### config.mk
export PLATFORM = sky130hd
export DESIGN_NAME = dmem_req_ctrl
export DESIGN_NICKNAME = d
export VERILOG_FILES = /design/src/rtl/mem_pkg.sv /design/src/rtl/dmem_req_chan.sv /design/src/rtl/dmem_req_ctrl.sv
export SDC_FILE = /design/constraint.sdc
export NUM_CORES = 1
export LEC_CHECK = 0
export CELL_PAD_IN_SITES_DETAIL_PLACEMENT = 1
export CELL_PAD_IN_SITES_GLOBAL_PLACEMENT = 1
export CORE_ASPECT_RATIO = 1.25
export CORE_UTILIZATION = 32
export CTS_CLUSTER_DIAMETER = 80
export CTS_CLUSTER_SIZE = 14
export DETAILED_ROUTE_END_ITERATION = 7
export PLACE_DENSITY_LB_ADDON = 0.1
export SKIP_LAST_GASP = 1
export SYNTH_ARGS = -nofsm -noshare
export SYNTH_HDL_FRONTEND = slang
export SYNTH_SLANG_ARGS = --single-unit
### constraint.sdc
create_clock -name CLK -period 2.4 [get_ports CLK]
set_input_delay 0.36 -clock CLK [delete_from_list [all_inputs] [get_ports CLK]]
set_output_delay 0.36 -clock CLK [all_outputs]
set_load 0.05 [all_outputs]
### src/rtl/mem_pkg.sv
`default_nettype none
// ============================================================================
// Package  : mem_pkg
// Purpose  : Shared channel state encoding and constants for the data-memory
//            request controller.
// Revision : 1.0 - initial release
// ============================================================================
package mem_pkg;

  localparam int unsigned c_DEPTH_WORDS = 128;
  localparam logic [31:0] c_RESP_ZERO   = 32'h0;

  typedef enum logic [1:0] {
    ST_IDLE  = 2'd0,
    ST_ISSUE = 2'd1,
    ST_RESP  = 2'd2
  } chan_state_t;

  function automatic logic [29:0] WORD_IDX(input logic [31:0] addr);
    return 30'(addr >> 2);
  endfunction

endpackage
`default_nettype wire

### src/rtl/dmem_req_chan.sv
`default_nettype none
// ============================================================================
// Module   : dmem_req_chan
// Purpose  : One core load/store channel: IDLE/ISSUE/RESP FSM, request
//            register and registered one-cycle response.
// Revision : 1.0 - initial release
// ============================================================================
module dmem_req_chan
  import mem_pkg::*;
(
  input  logic        clk,
  input  logic        rst_n,
  input  logic        i_req_valid,
  output logic        o_req_ready,
  input  logic        i_req_write,
  input  logic [31:0] i_req_addr,
  input  logic [31:0] i_req_wdata,
  input  logic        i_grant,
  input  logic        i_addr_err,
  input  logic [31:0] i_mem_rdata,
  output logic        o_issue,
  output logic        o_write,
  output logic [31:0] o_addr,
  output logic [31:0] o_wdata,
  output logic        o_resp_valid,
  output logic [31:0] o_resp_data,
  output logic        o_resp_err
);

  chan_state_t r_state;
  logic        r_ready;
  logic        r_write;
  logic [31:0] r_addr;
  logic [31:0] r_wdata;
  logic        r_resp_valid;
  logic [31:0] r_resp_data;
  logic        r_resp_err;

  always_ff @(posedge clk or negedge rst_n) begin
    if (!rst_n) begin
      r_state      <= ST_IDLE;
      r_ready      <= 1'b0;
      r_write      <= 1'b0;
      r_addr       <= 32'h0;
      r_wdata      <= 32'h0;
      r_resp_valid <= 1'b0;
      r_resp_data  <= c_RESP_ZERO;
      r_resp_err   <= 1'b0;
    end else begin
      case (r_state)
        ST_IDLE: begin
          if (i_req_valid && r_ready) begin
            r_write <= i_req_write;
            r_addr  <= i_req_addr;
            r_wdata <= i_req_wdata;
            r_ready <= 1'b0;
            r_state <= ST_ISSUE;
          end else begin
            r_ready <= 1'b1;
          end
        end
        ST_ISSUE: begin
          // Memory data is sampled on the same edge the access is granted.
          if (i_grant) begin
            r_state      <= ST_RESP;
            r_resp_valid <= 1'b1;
            r_resp_err   <= i_addr_err;
            r_resp_data  <= (r_write || i_addr_err) ? c_RESP_ZERO : i_mem_rdata;
          end
        end
        ST_RESP: begin
          r_state      <= ST_IDLE;
          r_ready      <= 1'b1;
          r_resp_valid <= 1'b0;
          r_resp_data  <= c_RESP_ZERO;
          r_resp_err   <= 1'b0;
        end
        default: begin
          r_state      <= ST_IDLE;
          r_ready      <= 1'b0;
          r_resp_valid <= 1'b0;
        end
      endcase
    end
  end

  assign o_req_ready  = r_ready;
  assign o_issue      = (r_state == ST_ISSUE);
  assign o_write      = r_write;
  assign o_addr       = r_addr;
  assign o_wdata      = r_wdata;
  assign o_resp_valid = r_resp_valid;
  assign o_resp_data  = r_resp_data;
  assign o_resp_err   = r_resp_err;

endmodule
`default_nettype wire

### src/rtl/dmem_req_ctrl.sv
`default_nettype none
// ============================================================================
// Module   : dmem_req_ctrl
// Purpose  : Dual-core initiator for the dual-port data memory with same-word
//            conflict serialisation, range check and conflict counter.
// Revision : 1.0 - initial release
// ============================================================================
module dmem_req_ctrl
  import mem_pkg::*;
#(
  parameter int unsigned DEPTH_WORDS = c_DEPTH_WORDS,
  parameter int unsigned CNT_W       = 16
) (
  input  logic             CLK,
  input  logic             RST,
  input  logic             ReqValid0,
  input  logic             ReqValid1,
  output logic             ReqReady0,
  output logic             ReqReady1,
  input  logic             ReqWrite0,
  input  logic             ReqWrite1,
  input  logic [31:0]      ReqAddress0,
  input  logic [31:0]      ReqAddress1,
  input  logic [31:0]      ReqWriteData0,
  input  logic [31:0]      ReqWriteData1,
  output logic             RespValid0,
  output logic             RespValid1,
  output logic [31:0]      RespData0,
  output logic [31:0]      RespData1,
  output logic             RespErr0,
  output logic             RespErr1,
  output logic             MemRSTA,
  output logic             MemRSTB,
  output logic             MemWriteEnableA,
  output logic             MemWriteEnableB,
  output logic [31:0]      MemAddressA,
  output logic [31:0]      MemAddressB,
  output logic [31:0]      MemWriteDataA,
  output logic [31:0]      MemWriteDataB,
  input  logic [31:0]      MemReadDataA,
  input  logic [31:0]      MemReadDataB,
  output logic [CNT_W-1:0] ConflictCount
);

  logic             w_issue0, w_issue1;
  logic             w_write0, w_write1;
  logic [31:0]      w_addr0, w_addr1;
  logic             w_err0, w_err1;
  logic             w_conflict;
  logic             w_grant0, w_grant1;
  logic             r_prio;
  logic             r_mem_rst;
  logic [CNT_W-1:0] r_cnt;

  dmem_req_chan u_chan0 (
    .clk          (CLK),
    .rst_n        (RST),
    .i_req_valid  (ReqValid0),
    .o_req_ready  (ReqReady0),
    .i_req_write  (ReqWrite0),
    .i_req_addr   (ReqAddress0),
    .i_req_wdata  (ReqWriteData0),
    .i_grant      (w_grant0),
    .i_addr_err   (w_err0),
    .i_mem_rdata  (MemReadDataA),
    .o_issue      (w_issue0),
    .o_write      (w_write0),
    .o_addr       (w_addr0),
    .o_wdata      (MemWriteDataA),
    .o_resp_valid (RespValid0),
    .o_resp_data  (RespData0),
    .o_resp_err   (RespErr0)
  );

  dmem_req_chan u_chan1 (
    .clk          (CLK),
    .rst_n        (RST),
    .i_req_valid  (ReqValid1),
    .o_req_ready  (ReqReady1),
    .i_req_write  (ReqWrite1),
    .i_req_addr   (ReqAddress1),
    .i_req_wdata  (ReqWriteData1),
    .i_grant      (w_grant1),
    .i_addr_err   (w_err1),
    .i_mem_rdata  (MemReadDataB),
    .o_issue      (w_issue1),
    .o_write      (w_write1),
    .o_addr       (w_addr1),
    .o_wdata      (MemWriteDataB),
    .o_resp_valid (RespValid1),
    .o_resp_data  (RespData1),
    .o_resp_err   (RespErr1)
  );

  assign w_err0 = (WORD_IDX(w_addr0) >= 30'(DEPTH_WORDS));
  assign w_err1 = (WORD_IDX(w_addr1) >= 30'(DEPTH_WORDS));

  // Same-word accesses with any store are serialised; read/read is not.
  assign w_conflict = w_issue0 && w_issue1 &&
                      (WORD_IDX(w_addr0) == WORD_IDX(w_addr1)) &&
                      (w_write0 || w_write1);
  assign w_grant0   = w_issue0 && (!w_conflict || !r_prio);
  assign w_grant1   = w_issue1 && (!w_conflict ||  r_prio);

  assign MemWriteEnableA = w_grant0 && w_write0 && !w_err0;
  assign MemWriteEnableB = w_grant1 && w_write1 && !w_err1;
  assign MemAddressA     = w_addr0;
  assign MemAddressB     = w_addr1;
  assign MemRSTA         = r_mem_rst;
  assign MemRSTB         = r_mem_rst;
  assign ConflictCount   = r_cnt;

  always_ff @(posedge CLK or negedge RST) begin
    if (!RST) begin
      r_mem_rst <= 1'b1;
      r_prio    <= 1'b0;
      r_cnt     <= '0;
    end else begin
      r_mem_rst <= 1'b0;
      if (w_conflict) begin
        r_prio <= ~r_prio;
        if (r_cnt != {CNT_W{1'b1}}) begin
          r_cnt <= r_cnt + 1'b1;
        end
      end
    end
  end

endmodule
`default_nettype wire

==> results.toml, run 1 <==
[status]
status = "finished, violations left"
violations = "negative setup slack"

[global_routing]
grt_first_pass_wirelength_um = 52450
grt_pass1_vias = 8590
grt_remaining_overflow = 0
grt_max_degree = 69
grt_usage_pct = 22.83
antenna_found_initial = 9

[cells_and_area]
fin_nets = 1395
drive_gt1_share_pct = 26.01
area_growth_pct = 64.29
fin_util_pct = 53.84
fillers = 2902

[power_and_ir_drop]
p_comb_share_pct = 57.3
finalPower_uw = 20750
seq_power_share_pct = 28.6
clkPwrFrac_pct = 14.1
power_density_nw_per_um2 = 1349
p_int_uw = 11130
ir_drop_mv = 0.9343
p_sw_uw = 9623
power_leakage_uw = 0.006370
swShare_pct = 46.37

[logic_synthesis]
synth_cell_types = 45
synthCells = 722
synth_area_leaders = "dfrtp_1 59%, mux2_2 16%, a22o_1 3.0%, xor2_1 3.0%, and3_1 2.5%"
synth-edff-count = 0
yosys-top-cells-count = "221 x dfrtp_1, 131 x mux2_2, 37 x and3_1"
netlist_area_um2 = 9365
synth_area_per_cell_um2 = 12.97
ys_seq_area_share_pct = 59.33
async_flop_share_pct = 100.0
synth-seq-cells = 222
synth_top_area_share_pct = 59.05
yosys_warnings = 0
ys.flop_type = "dfrtp_1"
syn_nets = 921
yosysTopAreaCell = "dfrtp_1"
yosysMostFrequentCell = "dfrtp_1"

[detailed_routing]
vias = 7867
wirelength_um = 35000
drc_errors = 0
ant_nets = 0
first_pass_iters = 4
detail_route.vias_per_cell = 4.905
wl_per_cell_um = 21.82
drtIter0Drc = 213

[sta]
slew_violations = 0
slew_headroom_pct = 52.96
fin_crit_ns = 2.778
hold_slack_ns = 0.3763
fmax_mhz = 359.9
rsz0062_at_grt = "true"
finalWorstSetupSlack_ns = -0.3783
period_share_pct = 115.8
finClkSkew_ns = 0.009172
tightest_slew_ns = 0.7049
setup_viol = 7
hold_violations = 0

[worst_setup_path]
end_kind = "output port"
required_ns = 2.04
arrival_ns = 2.42
crit_type = "reg2out"
cp-start-kind = "flop"
reg2regPathDepth = 10
critPathMaxFanout = 4

[floorplan]
dieWidth_um = 155.0
core-area_um2 = 28580
rows = 69
dieHeight_um = 193.3
initial_core_util_pct = 32.77
dieArea_um2 = 29960
ios = 416

[worst_hold_path]
hold_class = "in2async"

[cts]
clock_latency_ns = 0.50
htree_levels = 1
cts_buffers = 19
cts_tree = "yes"
cts.reportedPaths.clkPinSlew_ns = 0.07
clock-root-buffer = "clkbuf_16"
cts.sinks = 222
clock_path_buffers = 3

[placed_design]
place_hpwl_um = 25100
place_congestion = 0.8226
dp_worst_setup_slack_ns = -0.08060
io_buffers = 415

[run]
drv_cap = 0
==> power by group through the flow <==
| stage | Clock [uW] | Combinational (uW) | Sequential [uW] |
|---|---|---|---|
| floorplan | 0 | 2610 | 10100 |
| global placement | 0 | 11300 | 5920 |
| detailed placement | 0 | 11400 | 5990 |
| CTS | 3050 | 11700 | 5940 |
| global route | 3160 | 12400 | 6100 |
| finish | 2930 | 11900 | 5940 |
==> area by class of cell <==
cell class              count  area [um2]  area share (%)
flip-flops and latches    222        5608           36.45
repair buffers            498        4940           32.11
multi-input cells         452        3787           24.62
clock buffers              32       534.3           3.472
well taps                 390       488.0           3.172
diodes                      7       17.52          0.1138
inverters                   3       11.26         0.07319
==> cells in the final DEF, fill, tap and decap left out, types with 2 or more instances in the layout <==
master	Yosys	final
a21oi_1	4	4
nor4b_4	0	2
nor4_2	5	8
nor3_2	1	2
nor2_1	15	13
o21ai_1	12	12
buf_12	0	8
nor3b_2	0	2
nor2_2	0	2
clkdlybuf4s50_1	0	410
buf_4	2	68
clkbuf_1	25	12
or2_2	2	2
xor2_1	32	28
and3_1	37	36
o21ai_0	22	22
diode_2	0	7
a31oi_1	32	32
nor4_1	17	11
xnor2_2	0	2
clkbuf_16	0	21
nand4_1	9	9
o2111ai_1	2	2
a22o_1	32	32
buf_6	1	8
dfrtp_2	0	41
nand2b_1	3	3
mux2_2	131	131
nand3_1	27	27
nand2_1	28	27
nor3_1	7	5
dfrtp_1	221	180
xor2_2	0	4
nor4_4	0	3
inv_1	3	3
xnor2_1	14	12
==> critical path: stages (launching register included) <==
cell     delay (ns)
dfrtp_2        0.44
xor2_1         0.23
nor4_2         0.38
nand2_2        0.16
nor4_4         0.31
nor2_2         0.07
and3_4         0.19
buf_6          0.15
==> per-layer routing <==
layer | routed length (um) | vias up | GRT usage (%)
li1 | - | 3580 | -
met1 | 13530 | 3982 | 26.91
met2 | 18150 | 262 | 40.14
met3 | 2688 | 39 | 6.384
met4 | 612 | 4 | 6.527
met5 | 27 | - | 0
==> flip-flops by register name (all words and copies together), names as in the netlist, 2 cells and up <==
name and count:
u_chan0.o_addr 32, u_chan0.o_resp_data 32, u_chan0.o_wdata 32, u_chan1.o_addr 32, u_chan1.o_resp_data 32, u_chan1.o_wdata 32, ConflictCount 16, u_chan0.r_state 2
u_chan1.r_state 2
==> cells by family (layout without fill, tap and decap cells) <==
group	Yosys count	in the layout	synth area share [%]
compound gates	109	109	7.923
buf+inv	48	533	2.311
mux	132	132	15.86
flops	222	222	59.33
simple gates	163	163	10.10
fa+ha+maj	1	1	0.1336
other cells	1	8	0.04004
xor+xnor	46	46	4.302
==> final timing paths <==
| check | from | endpoint | slack [ns] |
|---|---|---|---|
| worst max-delay path | u_chan1.o_addr[16] | MemWriteEnableB | -0.38 |
| worst min-delay path | RST | ConflictCount[6] | 0.38 |
| worst max register to register | u_chan1.o_addr[29] | ConflictCount[13] | -0.04 |
| worst min register to register | u_chan0.o_resp_valid | u_chan0.o_resp_valid | 0.49 |
| max in group asynchronous | RST | MemRSTA | 1.20 |
| min in group CLK | MemReadDataB[26] | u_chan1.o_resp_data[26] | 0.41 |
==> metrics by stage <==
stage	instances	instance area, um2	TNS, ns
finish	1604	15390	-0.8038
global route	1603	15380	-4.887
CTS	1585	15150	-0.6411
detailed placement	1541	14440	-1.086
global placement	1541	14440	-0.04393
floorplan	722	9429	0
==> what timing repair did <==
action                                 CTS  global route
hold buffers                             1             0
endpoints found under the hold margin   49             0
pin swaps                                9            16
buffers inserted                        11            10
gates resized for setup                 13            17
cloned                                   0             3
setup endpoints to repair               41            63
Power figures use the tool's default switching activity.
==> run 2: changes to the inputs <==
- ABC_CLOCK_PERIOD_IN_PS: not set -> 2400
==> results of run 2 <==
Same layout as run 1: the final DEF is identical, and so are final timing and power.
